[src/rtl/rib_arb_pkg.sv]
// rib_arb_pkg -- shared definitions for the RIB bus arbiter.
//   NUM_MST      : number of RIB masters
//   ID_W         : width of a master index
//   arb_state_e  : arbiter FSM encodings
//   HoldEnable / HoldDisable : levels driven on the core stall request
//   oh2id()      : one-hot grant to binary index
package rib_arb_pkg;

  localparam int NUM_MST = 4;
  localparam int ID_W    = $clog2(NUM_MST);

  typedef enum logic {
    ST_IDLE = 1'b0,
    ST_BUSY = 1'b1
  } arb_state_e;

  localparam logic HoldEnable  = 1'b1;
  localparam logic HoldDisable = 1'b0;

  function automatic logic [ID_W-1:0] oh2id(input logic [NUM_MST-1:0] oh);
    logic [ID_W-1:0] id;
    id = '0;
    for (int i = 0; i < NUM_MST; i++)
      if (oh[i]) id = id | ID_W'(i);
    return id;
  endfunction

endpackage

[src/rtl/rib_rr_pick.sv]
// rib_rr_pick -- combinational rotate-priority picker.
//   req : request vector
//   ptr : highest-priority index; search order ptr, ptr+1, ... (mod NUM_MST)
//   gnt : one-hot first requester in search order, zero when req is zero
module rib_rr_pick
  import rib_arb_pkg::*;
(
  input  logic [NUM_MST-1:0] req,
  input  logic [ID_W-1:0]    ptr,
  output logic [NUM_MST-1:0] gnt
);

  logic            found;
  logic [ID_W-1:0] idx;

  always_comb begin
    gnt   = '0;
    found = 1'b0;
    idx   = '0;
    for (int i = 0; i < NUM_MST; i++) begin
      idx = ptr + ID_W'(i);   // wraps naturally modulo NUM_MST
      if (!found && req[idx]) begin
        gnt[idx] = 1'b1;
        found    = 1'b1;
      end
    end
  end

endmodule

[src/rtl/rib_arb.sv]
// rib_arb -- 4-master round-robin arbiter for the RIB bus.
//   clk, rst     : clock, asynchronous active-high reset
//   req_i        : per-master access requests
//   grant_o      : registered one-hot grant (zero when idle)
//   grant_id_o   : binary owner index (0 when idle)
//   grant_vld_o  : grant_o is non-zero
//   hold_flag_o  : combinational stall request, any requester not granted
//   timeout_o    : one-cycle pulse when the owner is forcibly revoked
// Optional feature: define RIB_ARB_TIMEOUT_EN to enable hold-time revocation
// after MAX_HOLD owned cycles; without it timeout_o is tied low.
module rib_arb
  import rib_arb_pkg::*;
#(
  parameter int MAX_HOLD = 16
) (
  input  logic                clk,
  input  logic                rst,
  input  logic [NUM_MST-1:0]  req_i,
  output logic [NUM_MST-1:0]  grant_o,
  output logic [ID_W-1:0]     grant_id_o,
  output logic                grant_vld_o,
  output logic                hold_flag_o,
  output logic                timeout_o
);

  arb_state_e         state_q, state_d;
  logic [ID_W-1:0]    ptr_q, ptr_d;
  logic [NUM_MST-1:0] grant_q, grant_d;
  logic [ID_W-1:0]    id_q;
  logic               timeout_d;

  logic [NUM_MST-1:0] others;
  logic               owner_req;
  logic [ID_W-1:0]    ptr_rel;
  logic [NUM_MST-1:0] pick_req, pick_gnt;
  logic [ID_W-1:0]    pick_ptr;
  logic               revoke;

  assign owner_req = |(req_i & grant_q);
  assign others    = req_i & ~grant_q;
  assign ptr_rel   = id_q + ID_W'(1);

  // One picker serves both cases: from IDLE it searches all requests from
  // ptr; from BUSY it searches the non-owners starting just past the owner.
  assign pick_req = (state_q == ST_BUSY) ? others  : req_i;
  assign pick_ptr = (state_q == ST_BUSY) ? ptr_rel : ptr_q;

  rib_rr_pick u_pick (
    .req (pick_req),
    .ptr (pick_ptr),
    .gnt (pick_gnt)
  );

`ifdef RIB_ARB_TIMEOUT_EN
  localparam int CW = $clog2(MAX_HOLD) + 1;
  localparam logic [CW-1:0] HOLD_LIM  = CW'(MAX_HOLD);
  localparam logic [CW-1:0] HOLD_LAST = CW'(MAX_HOLD - 1);

  logic [CW-1:0] cnt_q;
  logic          timeout_q;

  // >= rather than ==: once saturated with nobody waiting, a late arrival
  // must still be able to force the handover.
  assign revoke = (state_q == ST_BUSY) && owner_req && (|others) &&
                  (cnt_q >= HOLD_LAST);

  always_ff @(posedge clk or posedge rst) begin
    if (rst)                         cnt_q <= '0;
    else if (grant_d != grant_q)     cnt_q <= '0;
    else if (state_q == ST_BUSY && cnt_q != HOLD_LIM)
                                     cnt_q <= cnt_q + CW'(1);
  end

  always_ff @(posedge clk or posedge rst) begin
    if (rst) timeout_q <= 1'b0;
    else     timeout_q <= timeout_d;
  end

  assign timeout_o = timeout_q;
`else
  assign revoke    = 1'b0;
  assign timeout_o = 1'b0;
`endif

  always_comb begin
    state_d   = state_q;
    ptr_d     = ptr_q;
    grant_d   = grant_q;
    timeout_d = 1'b0;
    case (state_q)
      ST_IDLE: begin
        if (|req_i) begin
          state_d = ST_BUSY;
          grant_d = pick_gnt;
        end
      end
      ST_BUSY: begin
        if (!owner_req || revoke) begin
          ptr_d     = ptr_rel;
          timeout_d = revoke;
          grant_d   = pick_gnt;
          if (!(|others)) state_d = ST_IDLE;
        end
      end
      default: begin
        state_d = ST_IDLE;
        grant_d = '0;
      end
    endcase
  end

  always_ff @(posedge clk or posedge rst) begin
    if (rst) begin
      state_q <= ST_IDLE;
      ptr_q   <= '0;
      grant_q <= '0;
      id_q    <= '0;
    end else begin
      state_q <= state_d;
      ptr_q   <= ptr_d;
      grant_q <= grant_d;
      id_q    <= oh2id(grant_d);
    end
  end

  assign grant_o     = grant_q;
  assign grant_id_o  = id_q;
  assign grant_vld_o = |grant_q;
  assign hold_flag_o = (|(req_i & ~grant_q)) ? HoldEnable : HoldDisable;

endmodule

[config.mk]
export PLATFORM = sky130hd
export DESIGN_NAME = rib_arb
export DESIGN_NICKNAME = d
export VERILOG_FILES = /design/src/rtl/rib_arb_pkg.sv /design/src/rtl/rib_rr_pick.sv /design/src/rtl/rib_arb.sv
export SDC_FILE = /design/constraint.sdc
export NUM_CORES = 1
export LEC_CHECK = 0
export BUFFER_PORTS_ARGS = -buffer_cell sky130_fd_sc_hd__buf_2
export CORE_MARGIN = 5
export CORE_UTILIZATION = 50
export CTS_CLUSTER_DIAMETER = 80
export DETAILED_ROUTE_END_ITERATION = 10
export PLACE_DENSITY = 0.74
export SYNTH_ARGS = -nofsm -noshare
export SYNTH_HDL_FRONTEND = slang
export SYNTH_HIERARCHICAL = 1
export SYNTH_SLANG_ARGS = --single-unit
[constraint.sdc]
create_clock -name clk -period 3.6 [get_ports clk]
set_input_delay 0.36 -clock clk [delete_from_list [all_inputs] [get_ports clk]]
set_output_delay 0.36 -clock clk [all_outputs]
set_load 0.01 [all_outputs]
==> results by stage <==
Yosys:
- Of the post-synthesis cell area, the dominant cell type holds 0.214.
- In the synthesized netlist the dominant register cell turns out to be sky130_fd_sc_hd__dfrtp_1.
- The synthesized netlist occupies a cell area of ~0.0011 sq mm.
- Counting flops with an async set or reset pin after synthesis yields a share of 1.00.
- The sequential element share of the synthesized area is 0.214.
- During synthesis, Yosys emitted a total of 6 warnings.
- The post-synth net total is 129.
- Among all cell types in the netlist, the one instantiated most often is sky130_fd_sc_hd__inv_1.
- The average instance area after synthesis is 8.98 sq um.
- Yosys attributes the largest share of cell area to sky130_fd_sc_hd__dfrtp_1 21%, sky130_fd_sc_hd__ha_1 7.1%, sky130_fd_sc_hd__o211ai_1 5.7%.
- The gate count of the mapped netlist is about 120.
- Counting flops with a built-in enable in the synthesized netlist gives 0.
- The commonest cells after synthesis are 12 x sky130_fd_sc_hd__inv_1, 9 x sky130_fd_sc_hd__dfrtp_1, 8 x sky130_fd_sc_hd__a21oi_1, 8 x sky130_fd_sc_hd__nand4_1, 8 x sky130_fd_sc_hd__o211ai_1.
- The synthesis-stage register bit count is 9.
- The cell taking the most area after synthesis is sky130_fd_sc_hd__dfrtp_1.
- The number of distinct library cells after synthesis is 38.

Clock tree:
- After clock tree synthesis, the clock-pin slew on the worst setup and hold paths is ~0.070 ns.
- Hold repair after CTS inserted 0 buffers.
- The quantity of gates resized following cts is 0.
- The clock reaches the later pin of the worst-skew pair after 0.27 ns.
- The H-tree depth is 1.
- The number of buffers created by CTS is 3.
- The number of setup buffers added after CTS is 0.
- TritonCTS built the clock tree.
- The tree built by TritonCTS fans out to 9 sinks.
- The number of buffers on the longest clock path is 2.
- The library cell used as clock root buffer is sky130_fd_sc_hd__clkbuf_4.

Drt:
- The post-detailed-route via-to-cell ratio is 6.22.
- The remaining antenna violation count is 0.
- The first detailed-routing pass took 4 iterations.
- The routed layout has 964 vias.
- The uppermost layer routed is met4.
- The routed design has about 2.3 mm of wire.
- The DRC violation count after routing is 0.
- In this run, the number of DRC markers left after iteration 0 of detailed routing was 18.
- The detailed-route wire length per cell is 14.8 um.
- The post-route met1 wirelength is 1.09 mm.
- The total met3 wirelength after detailed routing is 75 um.
- Summed over all nets, wire length on met2 after detailed routing comes to 1.08 mm.

Global route:
- The initial antenna violation count was 0.
- For this run the aggregate overflow at the end of global routing stands at 0.
- The largest net degree at the start of global routing is 24.
- The total global-route track usage is 0.157.
- The first global-routing pass estimated 4.00 mm of wire.
- The via count of the first global-routing pass is 903.

Floorplan:
- The die is 55.8 um tall.
- The floorplan step set the die width to 55.8 um.
- In this run the core area contains 16 standard-cell rows.
- The core region is between 0.0015 and 0.002 sq mm.
- The initial core utilization is 0.530.
- The die area is 0.00312 sq mm.
- The number of I/O pins is 15.

Power:
- The worst vdd rail ir drop is 647 uV.
- The analysis attributes to cell leakage a power of 0.481 nW.
- The design draws 1.19 mW.
- Dividing total power by cell area gives a power density of 1050 mW/mm^2.

Setup path:
- The master of the slowest instance on the critical path is sky130_fd_sc_hd__dfrtp_1.
- The startpoint type of the worst setup path is a register.
- The depth of the most critical reg-to-reg path is 12.
- The maximum fanout along the worst path is 7.
- STA puts the critical path data arrival time at 3.11 ns.
- The capture instance of the worst register-to-register path is grant_id_o[1].
- For this run, the slowest stage of the critical path takes 0.41 ns.
- Traced cell by cell, the critical path runs through xnor2_1, a21oi_1, buf_4, inv_1, ha_1, mux4_2, nor4b_4, nand2_1, o211ai_1, nor3_1, mux2_2, nor3_1.
- The worst register-to-register path begins at grant_id_o[0].
- The cell family contributing the most delay on the critical path is simple AND/OR/NAND/NOR gates.
- The critical path is of the register to register type.
- The most numerous cell type found on the critical path is sky130_fd_sc_hd__nor3_1.
- The combined buffer and inverter count along the critical path is 2.
- The type of element capturing the critical path is a register.
- STA puts the critical path data required time at 3.77 ns.
- The register-to-register setup slack is 0.66 ns.

Timing:
- Setup violations remaining at the end of the flow were counted as 0.
- The measured slew at the worst slew-check pin is roughly 0.91 ns.
- The highest clock frequency the design can meet is 0.340 GHz.
- The max-slew violation total from the final report came to 0.
- Setup repair after global routing left no endpoint under its margin.
- The worst pin sits at a relative slew slack of 0.385.
- The clock period minus worst slack is between 2 and 3 ns.
- The worst setup skew after layout is 0.0135 ns.
- The part of the cycle the worst path needs is 0.817.
- The final-layout setup total negative slack is 0 ns.
- The hold violation total from the final report is 0.

Placed design:
- The congestion estimate from routability-driven global placement came to a little under 0.9.
- Once placement finished, the instance area stood at approximately 0.0011 sq mm.
- The count of port buffers added during placement is 13.
- The final HPWL from detailed placement is 1.75 mm.
- The total placed cells including tap cells is 151.

Cells and area:
- The area growth from synthesis to layout is 7.86%.
- The repair_antennas step left the layout with diodes totalling 0.
- The proportion of layout cells with a drive suffix above 1 is 0.273.
- The number of nets in the layout is 141.
- The final cell count without fillers is 155.
- Summing all non-filler instances in the final layout gives an area of 0.00113 sq mm.
- The utilization after layout is 0.572.

Flow run:
- The total of max-cap violations is 0.

Outcome:
- The run finished with clean final reports.

Worst hold path:
- The path class of the lowest-slack min-delay path is primary input to async pin.
through the flow:
| step | hold WS, ns | setup WS [ns] |
|---|---|---|
| after CTS | 0.0492 | 0.670 |
| after floorplan | 0.188 | 0.252 |
| after global placement | 0.327 | 0.761 |
| after global routing | 0.0687 | 0.414 |
| after detailed placement | 0.337 | 0.695 |
| final | 0.0323 | 0.660 |
power by group:
group	switching, mW	internal, mW	total, mW
clock network	0.0396	0.0411	0.0807
registers	0.0761	0.148	0.224
logic	0.478	0.408	0.887
sequential cells by signal (all words and copies together), names as in the netlist:
register	count
grant_o	4
grant_id_o	2
ptr_q	2
state_q	1
cells by family (layout without fill, tap and decap cells):
kind of cell	after synthesis	count (layout)	share of synthesized area
buf+inv	22	33	0.110
compound gates	33	33	0.238
mux	6	6	0.118
simple gates	39	39	0.237
other cells	1	1	0.00357
xor+xnor	1	1	0.00833
fa+ha+maj	6	6	0.0714
flops	9	9	0.214
worst max-delay path by stage:
stage	to	cells after the start	slack, ns	startpoint
2_1_floorplan	grant_id_o[1]	14	0.25	state_q
3_3_place_gp	grant_id_o[1]	12	0.76	grant_id_o[0]
3_5_place_dp	grant_id_o[1]	12	0.69	grant_id_o[0]
4_1_cts	grant_id_o[1]	12	0.67	grant_id_o[0]
5_1_grt	grant_id_o[1]	12	0.41	grant_id_o[0]
6_report	grant_id_o[1]	12	0.66	grant_id_o[0]
cell type report:
cell class / count / area [sq um]
multi-input combinational: 86 / 711
fill: 180 / 848
sequential: 9 / 225
tap: 27 / 33.8
clock buffer: 3 / 22.5
inverter: 13 / 48.8
clock inverter: 1 / 5.00
timing repair buffer: 16 / 87.6
worst reg2reg max path, delay by kind of cell (launching register included):
kind	cells	cell delay [ns]
simple gates	4	0.72
mux	2	0.65
flops	1	0.41
compound gates	2	0.37
fa+ha+maj	1	0.30
buf+inv	2	0.24
xor+xnor	1	0.16
per-layer routing:
metal  track usage  vias up
met3        0.0186        5
met5             0        -
met4        0.0712        0
met2         0.255       17
met1         0.207      472
li1              -      470
cells in the final DEF (no fill, tap or decap):
cell and count:
sky130_fd_sc_hd__or3b_1 3, sky130_fd_sc_hd__buf_2 13, sky130_fd_sc_hd__nand4_1 8, sky130_fd_sc_hd__mux2_4 1, sky130_fd_sc_hd__inv_1 12, sky130_fd_sc_hd__nor3_1 5, sky130_fd_sc_hd__ha_1 6, sky130_fd_sc_hd__or4_1 1
sky130_fd_sc_hd__o21ai_1 2, sky130_fd_sc_hd__clkbuf_4 3, sky130_fd_sc_hd__o211ai_1 8, sky130_fd_sc_hd__nor4_2 1, sky130_fd_sc_hd__a22oi_2 2, sky130_fd_sc_hd__clkinv_1 1, sky130_fd_sc_hd__buf_4 3, sky130_fd_sc_hd__a21o_2 4
sky130_fd_sc_hd__a22o_2 1, sky130_fd_sc_hd__xnor2_1 1, sky130_fd_sc_hd__and4_1 2, sky130_fd_sc_hd__a21oi_1 8, sky130_fd_sc_hd__mux4_2 2, sky130_fd_sc_hd__nor4b_4 1, sky130_fd_sc_hd__a22oi_1 1, sky130_fd_sc_hd__mux4_1 2
sky130_fd_sc_hd__a21boi_0 2, sky130_fd_sc_hd__mux2_2 1, sky130_fd_sc_hd__nor3_2 1, sky130_fd_sc_hd__o221ai_1 1, sky130_fd_sc_hd__a2111oi_2 1, sky130_fd_sc_hd__nand3b_1 1, sky130_fd_sc_hd__nor4_1 1, sky130_fd_sc_hd__a22o_1 1
sky130_fd_sc_hd__clkinv_2 1, sky130_fd_sc_hd__nor2_1 5, sky130_fd_sc_hd__dfrtp_1 9, sky130_fd_sc_hd__conb_1 1, sky130_fd_sc_hd__nand3_1 5, sky130_fd_sc_hd__o31ai_1 2, sky130_fd_sc_hd__nand2_1 5
Power figures use the tool's default switching activity.
